<file path="src/rtl/rggen_rtl_pkg.sv">
// rggen_rtl_pkg: shared bus access/status encodings and the initiator FSM state
package rggen_rtl_pkg;
    typedef enum logic [1:0] {
        RGGEN_READ         = 2'b00,
        RGGEN_POSTED_WRITE = 2'b01,
        RGGEN_WRITE        = 2'b11
    } rggen_access;

    typedef enum logic [1:0] {
        RGGEN_OKAY         = 2'b00,
        RGGEN_EXOKAY       = 2'b01,
        RGGEN_SLAVE_ERROR  = 2'b10,
        RGGEN_DECODE_ERROR = 2'b11
    } rggen_status;

    typedef enum logic [1:0] {
        IDLE = 2'b00,
        BUS  = 2'b01,
        RESP = 2'b10
    } rggen_bus_initiator_state;
endpackage

</file>
<file path="src/rtl/rggen_bus_if.sv">
// rggen_bus_if: single-outstanding register bus between an initiator and register-block adapters
interface rggen_bus_if
    import rggen_rtl_pkg::*;
#(
    parameter int ADDRESS_WIDTH = 8,
    parameter int BUS_WIDTH     = 32
);
    logic                     valid;
    rggen_access              access;
    logic [ADDRESS_WIDTH-1:0] address;
    logic [BUS_WIDTH-1:0]     write_data;
    logic [BUS_WIDTH/8-1:0]   strobe;
    logic                     ready;
    rggen_status              status;
    logic [BUS_WIDTH-1:0]     read_data;

    modport master (
        output valid, access, address, write_data, strobe,
        input  ready, status, read_data
    );

    modport slave (
        input  valid, access, address, write_data, strobe,
        output ready, status, read_data
    );
endinterface

</file>
<file path="src/rtl/rggen_bus_initiator.sv">
// rggen_bus_initiator: turns a valid/ready command stream into one-at-a-time rggen bus accesses
module rggen_bus_initiator
    import rggen_rtl_pkg::*;
#(
    parameter int ADDRESS_WIDTH = 8,
    parameter int BUS_WIDTH     = 32,
    parameter int TIMEOUT       = 0
)(
    input  logic                     i_clk,
    input  logic                     i_rst,
    input  logic                     i_cmd_valid,
    output logic                     o_cmd_ready,
    input  rggen_access              i_cmd_access,
    input  logic [ADDRESS_WIDTH-1:0] i_cmd_address,
    input  logic [BUS_WIDTH-1:0]     i_cmd_write_data,
    input  logic [BUS_WIDTH/8-1:0]   i_cmd_strobe,
    output logic                     o_rsp_valid,
    input  logic                     i_rsp_ready,
    output rggen_status              o_rsp_status,
    output logic [BUS_WIDTH-1:0]     o_rsp_read_data,
    output logic                     o_rsp_timeout,
    rggen_bus_if.master              bus_if
);
    localparam int CW = (TIMEOUT > 0) ? $clog2(TIMEOUT + 1) : 1;
    localparam logic [CW-1:0] LIMIT = CW'(TIMEOUT);

    rggen_bus_initiator_state state_q;
    rggen_access              access_q;
    logic [ADDRESS_WIDTH-1:0] address_q;
    logic [BUS_WIDTH-1:0]     write_data_q;
    logic [BUS_WIDTH/8-1:0]   strobe_q;
    logic [CW-1:0]            cnt_q;
    logic [CW-1:0]            cnt_d;
    rggen_status              status_q;
    logic [BUS_WIDTH-1:0]     read_data_q;
    logic                     timeout_q;
    logic                     timeout_d;
    logic                     accept;

    assign o_cmd_ready       = (state_q == IDLE) || ((state_q == RESP) && i_rsp_ready);
    assign accept            = i_cmd_valid && o_cmd_ready;
    assign bus_if.valid      = state_q == BUS;
    assign bus_if.access     = access_q;
    assign bus_if.address    = address_q;
    assign bus_if.write_data = write_data_q;
    assign bus_if.strobe     = strobe_q;
    assign o_rsp_valid       = state_q == RESP;
    assign o_rsp_status      = status_q;
    assign o_rsp_read_data   = read_data_q;
    assign o_rsp_timeout     = timeout_q;

    // saturating wait count; completing on the cycle it would hit the limit also flags timeout
    always_comb begin
        cnt_d     = (cnt_q == LIMIT) ? cnt_q : cnt_q + 1'b1;
        timeout_d = (TIMEOUT != 0) && ((cnt_q == LIMIT) || (cnt_d == LIMIT));
    end

    // command/bus/response sequencing with the request and response held in registers
    always_ff @(posedge i_clk or posedge i_rst) begin
        if (i_rst) begin
            state_q      <= IDLE;
            access_q     <= RGGEN_READ;
            address_q    <= '0;
            write_data_q <= '0;
            strobe_q     <= '0;
            cnt_q        <= '0;
            status_q     <= RGGEN_OKAY;
            read_data_q  <= '0;
            timeout_q    <= 1'b0;
        end else begin
            case (state_q)
                BUS: begin
                    if (bus_if.ready) begin
                        state_q     <= RESP;
                        status_q    <= bus_if.status;
                        read_data_q <= bus_if.read_data;
                        timeout_q   <= timeout_d;
                    end else begin
                        cnt_q <= cnt_d;
                    end
                end
                IDLE, RESP: begin
                    if (accept) begin
                        state_q      <= BUS;
                        access_q     <= i_cmd_access;
                        address_q    <= i_cmd_address;
                        write_data_q <= i_cmd_write_data;
                        strobe_q     <= i_cmd_strobe;
                        cnt_q        <= '0;
                    end else if ((state_q == RESP) && i_rsp_ready) begin
                        state_q <= IDLE;
                    end
                end
                default: state_q <= IDLE;
            endcase
        end
    end
endmodule

</file>
<file path="src/flat_wrapper.sv">
// flat-port wrapper written by rule: the top's interface ports become plain ports
module rggen_bus_initiator_flat import rggen_rtl_pkg::*;
#(
    parameter int ADDRESS_WIDTH = 8,
    parameter int BUS_WIDTH     = 32,
    parameter int TIMEOUT       = 0
)
  (i_clk, i_rst, i_cmd_valid, o_cmd_ready, i_cmd_access, i_cmd_address, i_cmd_write_data, i_cmd_strobe, o_rsp_valid, i_rsp_ready, o_rsp_status, o_rsp_read_data, o_rsp_timeout, bus_if_valid, bus_if_access, bus_if_address, bus_if_write_data, bus_if_strobe, bus_if_ready, bus_if_status, bus_if_read_data);
  rggen_bus_if #(.ADDRESS_WIDTH(ADDRESS_WIDTH), .BUS_WIDTH(BUS_WIDTH)) bus_if_i ();
  input  logic i_clk;
  input  logic i_rst;
  input  logic i_cmd_valid;
  output logic o_cmd_ready;
  input  rggen_access i_cmd_access;
  input  logic [ADDRESS_WIDTH-1:0] i_cmd_address;
  input  logic [BUS_WIDTH-1:0] i_cmd_write_data;
  input  logic [BUS_WIDTH/8-1:0] i_cmd_strobe;
  output logic o_rsp_valid;
  input  logic i_rsp_ready;
  output rggen_status o_rsp_status;
  output logic [BUS_WIDTH-1:0] o_rsp_read_data;
  output logic o_rsp_timeout;
  output wire logic [$bits(bus_if_i.valid)-1:0] bus_if_valid;
  output wire logic [$bits(bus_if_i.access)-1:0] bus_if_access;
  output wire logic [$bits(bus_if_i.address)-1:0] bus_if_address;
  output wire logic [$bits(bus_if_i.write_data)-1:0] bus_if_write_data;
  output wire logic [$bits(bus_if_i.strobe)-1:0] bus_if_strobe;
  input wire logic [$bits(bus_if_i.ready)-1:0] bus_if_ready;
  input wire logic [$bits(bus_if_i.status)-1:0] bus_if_status;
  input wire logic [$bits(bus_if_i.read_data)-1:0] bus_if_read_data;
  assign bus_if_valid = bus_if_i.valid;
  assign bus_if_access = bus_if_i.access;
  assign bus_if_address = bus_if_i.address;
  assign bus_if_write_data = bus_if_i.write_data;
  assign bus_if_strobe = bus_if_i.strobe;
  assign bus_if_i.ready = bus_if_ready;
  assign bus_if_i.status = bus_if_status;
  assign bus_if_i.read_data = bus_if_read_data;
  rggen_bus_initiator #(.ADDRESS_WIDTH(ADDRESS_WIDTH), .BUS_WIDTH(BUS_WIDTH), .TIMEOUT(TIMEOUT)) u_core (.i_clk(i_clk), .i_rst(i_rst), .i_cmd_valid(i_cmd_valid), .o_cmd_ready(o_cmd_ready), .i_cmd_access(i_cmd_access), .i_cmd_address(i_cmd_address), .i_cmd_write_data(i_cmd_write_data), .i_cmd_strobe(i_cmd_strobe), .o_rsp_valid(o_rsp_valid), .i_rsp_ready(i_rsp_ready), .o_rsp_status(o_rsp_status), .o_rsp_read_data(o_rsp_read_data), .o_rsp_timeout(o_rsp_timeout), .bus_if(bus_if_i));
endmodule
</file>
<file path="config.mk">
export PLATFORM = sky130hd
export DESIGN_NAME = rggen_bus_initiator_flat
export DESIGN_NICKNAME = d
export VERILOG_FILES = /design/src/rtl/rggen_rtl_pkg.sv /design/src/rtl/rggen_bus_if.sv /design/src/rtl/rggen_bus_initiator.sv /design/src/flat_wrapper.sv
export SDC_FILE = /design/constraint.sdc
export NUM_CORES = 1
export LEC_CHECK = 0
export BUFFER_PORTS_ARGS = -buffer_cell sky130_fd_sc_hd__buf_4
export CAP_MARGIN = 40
export CORE_ASPECT_RATIO = 0.75
export CORE_UTILIZATION = 30
export CTS_CLUSTER_SIZE = 8
export DETAILED_ROUTE_END_ITERATION = 6
export PLACE_DENSITY = 0.66
export SYNTH_ARGS = -nofsm -noshare
export SYNTH_HDL_FRONTEND = slang
export SYNTH_SLANG_ARGS = --single-unit
</file>
<file path="constraint.sdc">
create_clock -name i_clk -period 3.3 [get_ports i_clk]
set_input_delay 0.33 -clock i_clk [delete_from_list [all_inputs] [get_ports i_clk]]
set_output_delay 0.33 -clock i_clk [all_outputs]
set_load 0.01 [all_outputs]
</file>
==> results.ini, run 1 <==
[global_routing]
grt_first_pass_wirelength_mm=11.5
grt_pass1_vias=2190
track_usage_pct=13.0
grt_start_max_net_pins=51
grt_remaining_overflow=0
grt_antenna_before_repair=0

[clocking]
clk_latency_ns=0.33
cts-root-buf=clkbuf_16
htree_levels=3
numCtsBuffers=9
clk_path_buf_depth=2
cts_tree=yes
post_cts_resized=0
cts.sinks=82
holdBufCountCts=0
postCtsSetupBuffers=0
clkSlewWorstSetupHoldPaths_ns=0.06

[yosys]
ys_types=18
syn_area_mm2=0.00337
yosysSeqAreaShare_pct=60.8
ys.warnings.count=0
netlist_instances=183
synth_seq_cells=82
synthesis.nets=268
synth.avg_cell_area_um2=18.4

[worst_setup_path]
crit_start=u_core.state_q[1]
path_class=flip-flop to flip-flop
arrival_ns=2.22
rr_startpoint=u_core.state_q[1]
required_ns=3.52
rr_endpoint=u_core.bus_if.address[4]
reg2reg_depth=4
start_kind=flip-flop
critPathCaptureType=flip-flop
crit_fanout=35
rrSetupSlack_ns=1.30

[die]
die_h_um=93.8
start_util_pct=30.8
ios=169
die_width_um=124
design.die.area_mm2=0.0117
core_mm2=0.0109
rows=33

[power_and_ir_drop]
vdd_drop_max_v=0.000401
p_per_area_mw_per_mm2=973
cellLeakagePower_uw=0.00256

[finish]
final_common_cell=buf_4
antenna_cells=0
fill_cells=986
register_area_mm2=0.00205
multi_input_area_mm2=0.00120
drive_gt1_share_pct=75.0
finalNetCount=440
syn2layout_area_growth_pct=49.1
layout_common_cells=buf_4 (169), dfrtp_1 (82), mux2_4 (57)

[sta]
fin_tns_setup_ns=0
rsz0062_at_grt=no
slew_headroom_pct=51.9
setup_viol=0
max_freq_ghz=0.501
fin_crit_ns=2.00
finClkSkew_ns=0.00588
worst_slew_pin_slew_ns=0.720
finalMaxSlewViolations=0
holdWs_ns=0.0791
hold_violations=0
finalCritPeriodShare_pct=60.5

[routing]
ant_nets=0
wirelength_mm=7.18
wl_met3_um=572
wl_met1_mm=3.29
vias_per_cell=4.10
drt_iter0_drc=43
wl_per_cell_um=14.4
vias=2049
top_layer=met4
drcViolationCount=0
met2_length_mm=3.21
dr.pass1.iters=5

[place]
hpwl_mm=5.22
numPortBuffers=167
place.gp.congestion=0.702

[run]
max_cap_violations=0

[hold_path]
min_path_type=primary input to async pin

[status]
status=completed

==> per-layer routing <==
layer  vias to the layer above  global-route usage, %
met5                         -                      0
met4                         0                   6.33
met3                        10                   5.24
met2                        97                   18.6
met1                       966                   17.0
li1                        976                      -
==> logic make-up (layout without fill, tap and decap cells) <==
family / after synthesis / in the layout / synth area share [%]
mux: 80 / 80 / 33.0
flops: 82 / 82 / 60.8
simple gates: 7 / 7 / 1.85
other cells: 1 / 1 / 0.111
buf+inv: 11 / 188 / 3.78
compound gates: 2 / 2 / 0.371
==> layout make-up <==
| type | instances | area share, % |
|---|---|---|
| multi-input cells | 90 | 23.9 |
| repair buffers | 170 | 25.6 |
| inverters | 2 | 0.174 |
| well taps | 140 | 3.48 |
| clock inverters | 6 | 1.32 |
| clock buffers | 10 | 4.75 |
| flip-flops and latches | 82 | 40.8 |
==> state kept, by name, indices dropped and copies added, names as in the netlist <==
signal,count
u_core.bus_if.write_data,32
u_core.o_rsp_read_data,32
u_core.bus_if.address,8
u_core.bus_if.strobe,4
u_core.bus_if.access,2
u_core.o_rsp_status,2
u_core.state_q,2
==> worst max path at each step <==
stage                               endpoint  slack [ns]  depth (start not counted)
floorplan            u_core.bus_if.access[0]        0.86                          1
global placement     u_core.bus_if.strobe[0]        1.33                          4
detailed placement  u_core.bus_if.address[6]        1.27                          4
CTS                 u_core.bus_if.address[5]        1.26                          4
global route         u_core.bus_if.strobe[0]        1.20                          4
finish              u_core.bus_if.address[4]        1.30                          4
==> worst max-delay path: stages, from the launching register on <==
cell and delay [ns]:
dfrtp_1 0.40, nor2b_4 0.14, nor3b_4 0.60, buf_12 0.33
mux2_2 0.37
==> synth_stat cells <==
cell type,number,area [µm²]
nor2_1,1,3.75
nand2b_1,1,6.26
dfrtp_1,82,2050
buf_4,2,15.0
mux2_4,57,856
inv_1,2,7.51
conb_1,1,3.75
nor2b_4,1,13.8
buf_6,4,45.0
nor3b_2,1,12.5
mux2_1,1,11.3
mux2_2,22,248
nor2b_1,1,6.26
and2b_2,1,8.76
nand2_4,1,11.3
buf_12,3,60.1
o21ai_0,1,5.00
a21o_1,1,7.51
==> through the flow <==
stage                     worst slack [ns]  power [µW]  util, %  cells  cell area, µm²
after floorplan                      0.862        2940        -    183            3370
after global placement                1.33        3890     43.2    484            4720
after detailed placement              1.27        3940     43.2    484            4720
after CTS                             1.26        4980     46.0    500            5030
after global routing                  1.20        5190     46.0    500            5030
final                                 1.30        4900     46.0    500            5030
==> power breakdown <==
group | switching, µW | internal [µW] | total [µW]
Sequential | 302 | 1510 | 1810
Combinational | 742 | 1340 | 2080
Clock | 396 | 607 | 1000
Total | 1440 | 3460 | 4900
No activity file was read; power rests on OpenSTA's default activity.
==> run 2: changes to the inputs <==
clock period = 2 ns   (was 3.3 ns; I/O delays follow)
==> run 2 against run 1 <==
  * Fmax is 23% higher
  * Worst setup slack worse by 0.93 ns
  * Critical endpoint is now u_core.o_rsp_read_data[5]
  * Flip-flop and latch count stayed put
  * Sequential power is 65% higher
  * Via count is 2.5% higher
  * Power is 68% higher
==> results.ini, run 2 (same netlist as run 1, synthesis figures left out) <==
[clocking]
postCtsSetupBuffers=0  ; unchanged
holdBufCountCts=0  ; unchanged
clkSlewWorstSetupHoldPaths_ns=0.06  ; about the same
cts_tree=yes  ; unchanged
post_cts_resized=0  ; unchanged
numCtsBuffers=9  ; unchanged
cts-root-buf=clkbuf_16  ; unchanged
htree_levels=3  ; unchanged
clk_path_buf_depth=2  ; unchanged
cts.sinks=82  ; unchanged
clk_latency_ns=0.33  ; about the same

[finish]
drive_gt1_share_pct=74.9  ; was 75.0%
layout_common_cells=buf_4 (171), dfrtp_1 (82), mux2_4 (57)  ; was buf_4 (169), dfrtp_1 (82), mux2_4 (57)
syn2layout_area_growth_pct=50.7  ; was 49.1%
final_common_cell=buf_4  ; unchanged
finalNetCount=443  ; was 440
fin_area_mm2=0.00508  ; was 0.00503 mm²
post-route-util_pct=46.4  ; was 46.0%
antenna_cells=0  ; unchanged

[power_and_ir_drop]
cellLeakagePower_uw=0.00257  ; was 0.00256 µW
p_clk_share_pct=21.4  ; was 20.5%
vdd_drop_max_v=0.000824  ; was 0.000401 V
power_frac_comb_pct=42.3  ; was 42.6%
total_power_uw=8230  ; was 4900 µW
swShare_pct=29.0  ; was 29.4%
p_per_area_mw_per_mm2=1620  ; was 973 mW/mm²
pwr-share-seq_pct=36.2  ; was 37.0%
power.internal_uw=5850  ; was 3460 µW
p_switching_uw=2390  ; was 1440 µW

[worst_setup_path]
critPathCaptureType=flip-flop  ; unchanged
crit_buf_inv=1  ; unchanged
crit_family=simple AND/OR/NAND/NOR gates  ; unchanged
crit_fanout=20  ; was 35
arrival_ns=1.84  ; was 2.22 ns
required_ns=2.22  ; was 3.52 ns
slowest_delay_ns=0.44  ; was 0.60 ns
path_class=flip-flop to flip-flop  ; unchanged
cp_slowest_cell=dfrtp_1  ; was nor3b_4
critical_path.cell_chain=and2b_2 > nand2_4 > buf_12 > mux2_2  ; was nor2b_4 > nor3b_4 > buf_12 > mux2_2
start_kind=flip-flop  ; unchanged

[die]
die_width_um=124  ; unchanged
ios=169  ; unchanged
rows=33  ; unchanged
die_h_um=93.8  ; unchanged
core_mm2=0.0109  ; unchanged
start_util_pct=30.8  ; unchanged
design.die.area_mm2=0.0117  ; unchanged

[sta]
setup_viol=0  ; unchanged
finClkSkew_ns=0.00575  ; was 0.00588 ns
slew_headroom_pct=64.2  ; was 51.9%
worst_slew_pin_slew_ns=0.537  ; was 0.720 ns
finalMaxSlewViolations=0  ; unchanged
rsz0062_at_grt=no  ; unchanged
fin_crit_ns=1.63  ; was 2.00 ns
hold_violations=0  ; unchanged
max_freq_ghz=0.614  ; was 0.501 GHz
fin_tns_setup_ns=0  ; unchanged
finalCritPeriodShare_pct=81.5  ; was 60.5%

[routing]
wirelength_mm=7.35  ; was 7.18 mm
vias_per_cell=4.18  ; was 4.10
drt_iter0_drc=35  ; was 43
vias=2101  ; was 2,049
ant_nets=0  ; unchanged
dr.pass1.iters=4  ; was 5
drcViolationCount=0  ; unchanged
wl_per_cell_um=14.6  ; was 14.4 µm

[place]
hpwl_mm=5.35  ; was 5.22 mm
place.gp.congestion=0.655  ; was 0.702
placed_area_mm2=0.00476  ; was 0.00472 mm²
numPortBuffers=167  ; unchanged

[status]
status=completed  ; unchanged

[global_routing]
grt_antenna_before_repair=0  ; unchanged
track_usage_pct=13.4  ; was 13.0%
grt_start_max_net_pins=44  ; was 51
grt_remaining_overflow=0  ; unchanged
grt_first_pass_wirelength_mm=11.9  ; was 11.5 mm
grt_pass1_vias=2263  ; was 2,190

[run]
max_cap_violations=0  ; unchanged

[hold_path]
min_path_type=primary input to async pin  ; unchanged

[run 2: cell count changes in the layout (fill, tap and decap cells not counted)]
| cell | previous run | this run |
|---|---|---|
| clkbuf_1 | 0 | 1 |
| clkinvlp_4 | 0 | 2 |
| clkinv_2 | 3 | 2 |
| bufinv_16 | 1 | 2 |
| buf_12 | 1 | 2 |
| clkinv_4 | 3 | 0 |
| buf_4 | 169 | 171 |
[run 2: cell type report]
class,count,area [µm²]
inverters,2,11.3
multi-input cells,90,1200
repair buffers,173,1320
flip-flops and latches,82,2050
clock buffers,11,243
clock inverters,5,77.6
well taps,140,175
fillers,962,5860
[run 2: worst paths after layout]
path	startpoint	endpoint	slack, ns	cells past startpoint
setup / recovery	u_core.state_q[0]	u_core.o_rsp_read_data[5]	0.37	4
hold / removal	i_rst	u_core.o_rsp_read_data[2]	0.01	3
setup reg to reg	u_core.state_q[0]	u_core.o_rsp_read_data[5]	0.37	4
hold reg to reg	u_core.bus_if.write_data[22]	u_core.bus_if.write_data[22]	0.51	1
max in group asynchronous	i_rst	u_core.bus_if.write_data[25]	1.60	3
min in group i_clk	bus_if_read_data[19]	u_core.o_rsp_read_data[19]	0.10	2
[run 2: tightest hold or removal path: stages]
cell and delay, ns:
buf_4 0.12, clkinvlp_4 0.05, buf_4 0.41
[run 2: layer usage]
| metal | vias up | part of all wire [%] | GRT usage [%] |
|---|---|---|---|
| met4 | 0 | 1.2 | 5.42 |
| met5 | - | 0 | 0 |
| li1 | 981 | - | - |
| met1 | 1005 | 46 | 17.9 |
| met2 | 104 | 45 | 19.5 |
| met3 | 11 | 7.5 | 4.95 |
[run 2: stage by stage]
step | setup WS [ns] | hold slack (ns) | cells
after floorplan | 0.548 | 0.335 | 183
after global placement | 0.430 | 0.388 | 487
after detailed placement | 0.378 | 0.389 | 487
after CTS | 0.364 | 0.0221 | 503
after global routing | 0.321 | 0.0581 | 503
final | 0.371 | 0.0147 | 503
[run 2: power by group through the flow]
stage / clock network [µW] / logic [µW] / registers [µW]
2_1_floorplan: 0 / 1550 / 3310
3_5_place_dp: 0 / 3550 / 2980
6_report: 1770 / 3480 / 2980
3_3_place_gp: 0 / 3480 / 2970
5_1_grt: 1910 / 3720 / 3100
4_1_cts: 1830 / 3540 / 2990
==> run 3: changes to the inputs <==
PLACE_DENSITY = 0.69   (was 0.66)
clock period = 1.4 ns   (was 2 ns; I/O delays follow)
==> run 3 against run 2 <==
  * The flow now finishes with violations (negative setup slack)
  * Critical path type unchanged
  * Combinational power is 59% higher
  * Flip-flop and latch count did not move
  * Final cell count is 2.8% higher
  * Worst setup slack got worse by 0.50 ns
  * Utilization is 3.3 points higher
  * Clock skew is 0.0021 ns higher
  * Critical path depth rose by 1
  * Cell area rose by 7.1%
  * Worst hold slack improved by 0.017 ns
  * Clock-buffer cell count shrank 1
==> results.ini, run 3 (same netlist as run 1, synthesis figures left out) <==
[clocking]
clk_path_buf_depth=2  ; unchanged
cts.sinks=82  ; unchanged
cts-root-buf=clkbuf_16  ; unchanged
cts_tree=yes  ; unchanged
clk_latency_ns=0.33  ; about the same
clkSlewWorstSetupHoldPaths_ns=0.06  ; about the same
numCtsBuffers=9  ; unchanged
htree_levels=3  ; unchanged

[worst_setup_path]
critPathCaptureType=flip-flop  ; unchanged
start_kind=flip-flop  ; unchanged
required_ns=1.62  ; was 2.22 ns
path_class=flip-flop to flip-flop  ; unchanged
arrival_ns=1.75  ; was 1.84 ns
crit_fanout=12  ; was 20

[finish]
syn2layout_area_growth_pct=61.4  ; was 50.7%
final_common_cell=buf_4  ; unchanged
finalNetCount=457  ; was 443
antenna_cells=0  ; unchanged
fill_cells=960  ; was 962
layout_common_cells=buf_4 (171), dfrtp_1 (82), mux2_4 (71)  ; was buf_4 (171), dfrtp_1 (82), mux2_4 (57)
fin_area_mm2=0.00544  ; was 0.00508 mm²
drive_gt1_share_pct=75.9  ; was 74.9%

[global_routing]
grt_remaining_overflow=0  ; unchanged
grt_first_pass_wirelength_mm=11.6  ; was 11.9 mm
grt_pass1_vias=2263  ; unchanged
grt_antenna_before_repair=0  ; unchanged
track_usage_pct=12.8  ; was 13.4%
grt_start_max_net_pins=83  ; was 44

[die]
design.die.area_mm2=0.0117  ; unchanged
rows=33  ; unchanged
core_mm2=0.0109  ; unchanged
ios=169  ; unchanged
die_h_um=93.8  ; unchanged
die_width_um=124  ; unchanged
start_util_pct=30.8  ; unchanged

[place]
pre_cts_ws_ns=-0.141  ; was 0.378 ns
hpwl_mm=5.07  ; was 5.35 mm
numPortBuffers=167  ; unchanged
placed_area_mm2=0.00482  ; was 0.00476 mm²
place.gp.congestion=0.686  ; was 0.655

[routing]
dr.pass1.iters=4  ; unchanged
wirelength_mm=7.82  ; was 7.35 mm
vias=2190  ; was 2,101
ant_nets=0  ; unchanged
drcViolationCount=0  ; unchanged
wl_per_cell_um=15.1  ; was 14.6 µm
vias_per_cell=4.24  ; was 4.18
drt_iter0_drc=37  ; was 35

[sta]
rsz0062_at_grt=yes  ; was no
max_freq_ghz=0.653  ; was 0.614 GHz
setup_slack_ns=-0.130  ; was 0.371 ns
finClkSkew_ns=0.00788  ; was 0.00575 ns
setup_viol=81  ; was 0
finalCritPeriodShare_pct=109  ; was 81.5%
fin_tns_setup_ns=-7.59  ; was 0 ns
finalMaxSlewViolations=0  ; unchanged
fin_crit_ns=1.53  ; was 1.63 ns
hold_violations=0  ; unchanged

[power_and_ir_drop]
cellLeakagePower_uw=0.00277  ; was 0.00257 µW
total_power_uw=12700  ; was 8230 µW
vdd_drop_max_v=0.000990  ; was 0.000824 V
p_per_area_mw_per_mm2=2330  ; was 1620 mW/mm²

[status]
status=finished, violations left  ; was completed
failed_checks=negative setup slack

[run]
max_cap_violations=0  ; unchanged

[hold_path]
min_path_type=primary input to flip-flop  ; was primary input to async pin

==> run 3: changes by cell type in the layout (fill, tap and decap cells not counted), sizes merged <==
cell	change
buf	+9
inv	+1
bufinv	+2
clkbuf	+3
clkinv	-1
dlygate4sd3	+1
clkinvlp	-1
==> run 3: repair_timing <==
action,CTS,global route
setup endpoints to repair,79,81
gates resized for setup,6,18
gates cloned,1,5
hold buffers,1,0
pin swaps,0,2
setup buffers,1,2
endpoints found under the hold margin,82,0
==> run 3: layout make-up <==
| type | instances | area (µm²) | share of cell area [%] |
|---|---|---|---|
| Clock buffer | 10 | 229 | 4.21 |
| Clock inverter | 6 | 138 | 2.53 |
| Inverter | 2 | 11.3 | 0.207 |
| Multi-Input combinational cell | 90 | 1260 | 23.2 |
| Sequential cell | 82 | 2050 | 37.7 |
| Tap cell | 140 | 175 | 3.22 |
| Timing Repair Buffer | 187 | 1580 | 29.0 |
==> run 3: metrics by stage <==
step / instances / util [%] / hold slack [ns]
detailed placement: 491 / 44.0 / 0.305
global placement: 491 / 44.0 / 0.302
global route: 517 / 49.7 / 0.00754
floorplan: 183 / - / 0.275
CTS: 510 / 48.0 / 0.0122
finish: 517 / 49.7 / 0.0314
==> run 3: final timing paths <==
kind	depth (start not counted)	slack [ns]	from	endpoint
worst max-delay path	5	-0.13	u_core.state_q[1]	u_core.bus_if.write_data[23]
worst min register to register	1	0.51	u_core.bus_if.write_data[14]	u_core.bus_if.write_data[14]
min in group asynchronous	4	0.47	i_rst	u_core.bus_if.write_data[15]
worst max register to register	5	-0.13	u_core.state_q[1]	u_core.bus_if.write_data[23]
worst min-delay path	2	0.03	bus_if_read_data[10]	u_core.o_rsp_read_data[10]
max in group asynchronous	4	0.56	i_rst	u_core.o_rsp_status[0]
==> run 3: metal layers <==
| metal | vias to the layer above | share of wire [%] | global-route usage [%] | wire [µm] |
|---|---|---|---|---|
| met4 | 0 | 1.3 | 4.82 | 99 |
| met1 | 1063 | 47 | 16.6 | 3660 |
| met5 | - | 0 | 0 | 0 |
| li1 | 1011 | - | - | - |
| met2 | 106 | 43 | 18.2 | 3400 |
| met3 | 10 | 8.5 | 6.32 | 661 |
==> run 3: power breakdown <==
part / internal (µW) / switching (µW) / total, µW
sequential: 3550 / 701 / 4250
clock: 1930 / 939 / 2870
combinational: 3620 / 1920 / 5540
total: 9110 / 3560 / 12700
==> run 3: worst max-delay path, stage by stage (launching register included) <==
cell and delay (ns):
dfrtp_1 0.38, nor2b_4 0.14, nor3b_4 0.21, buf_6 0.18, clkbuf_16 0.19, mux2_2 0.33
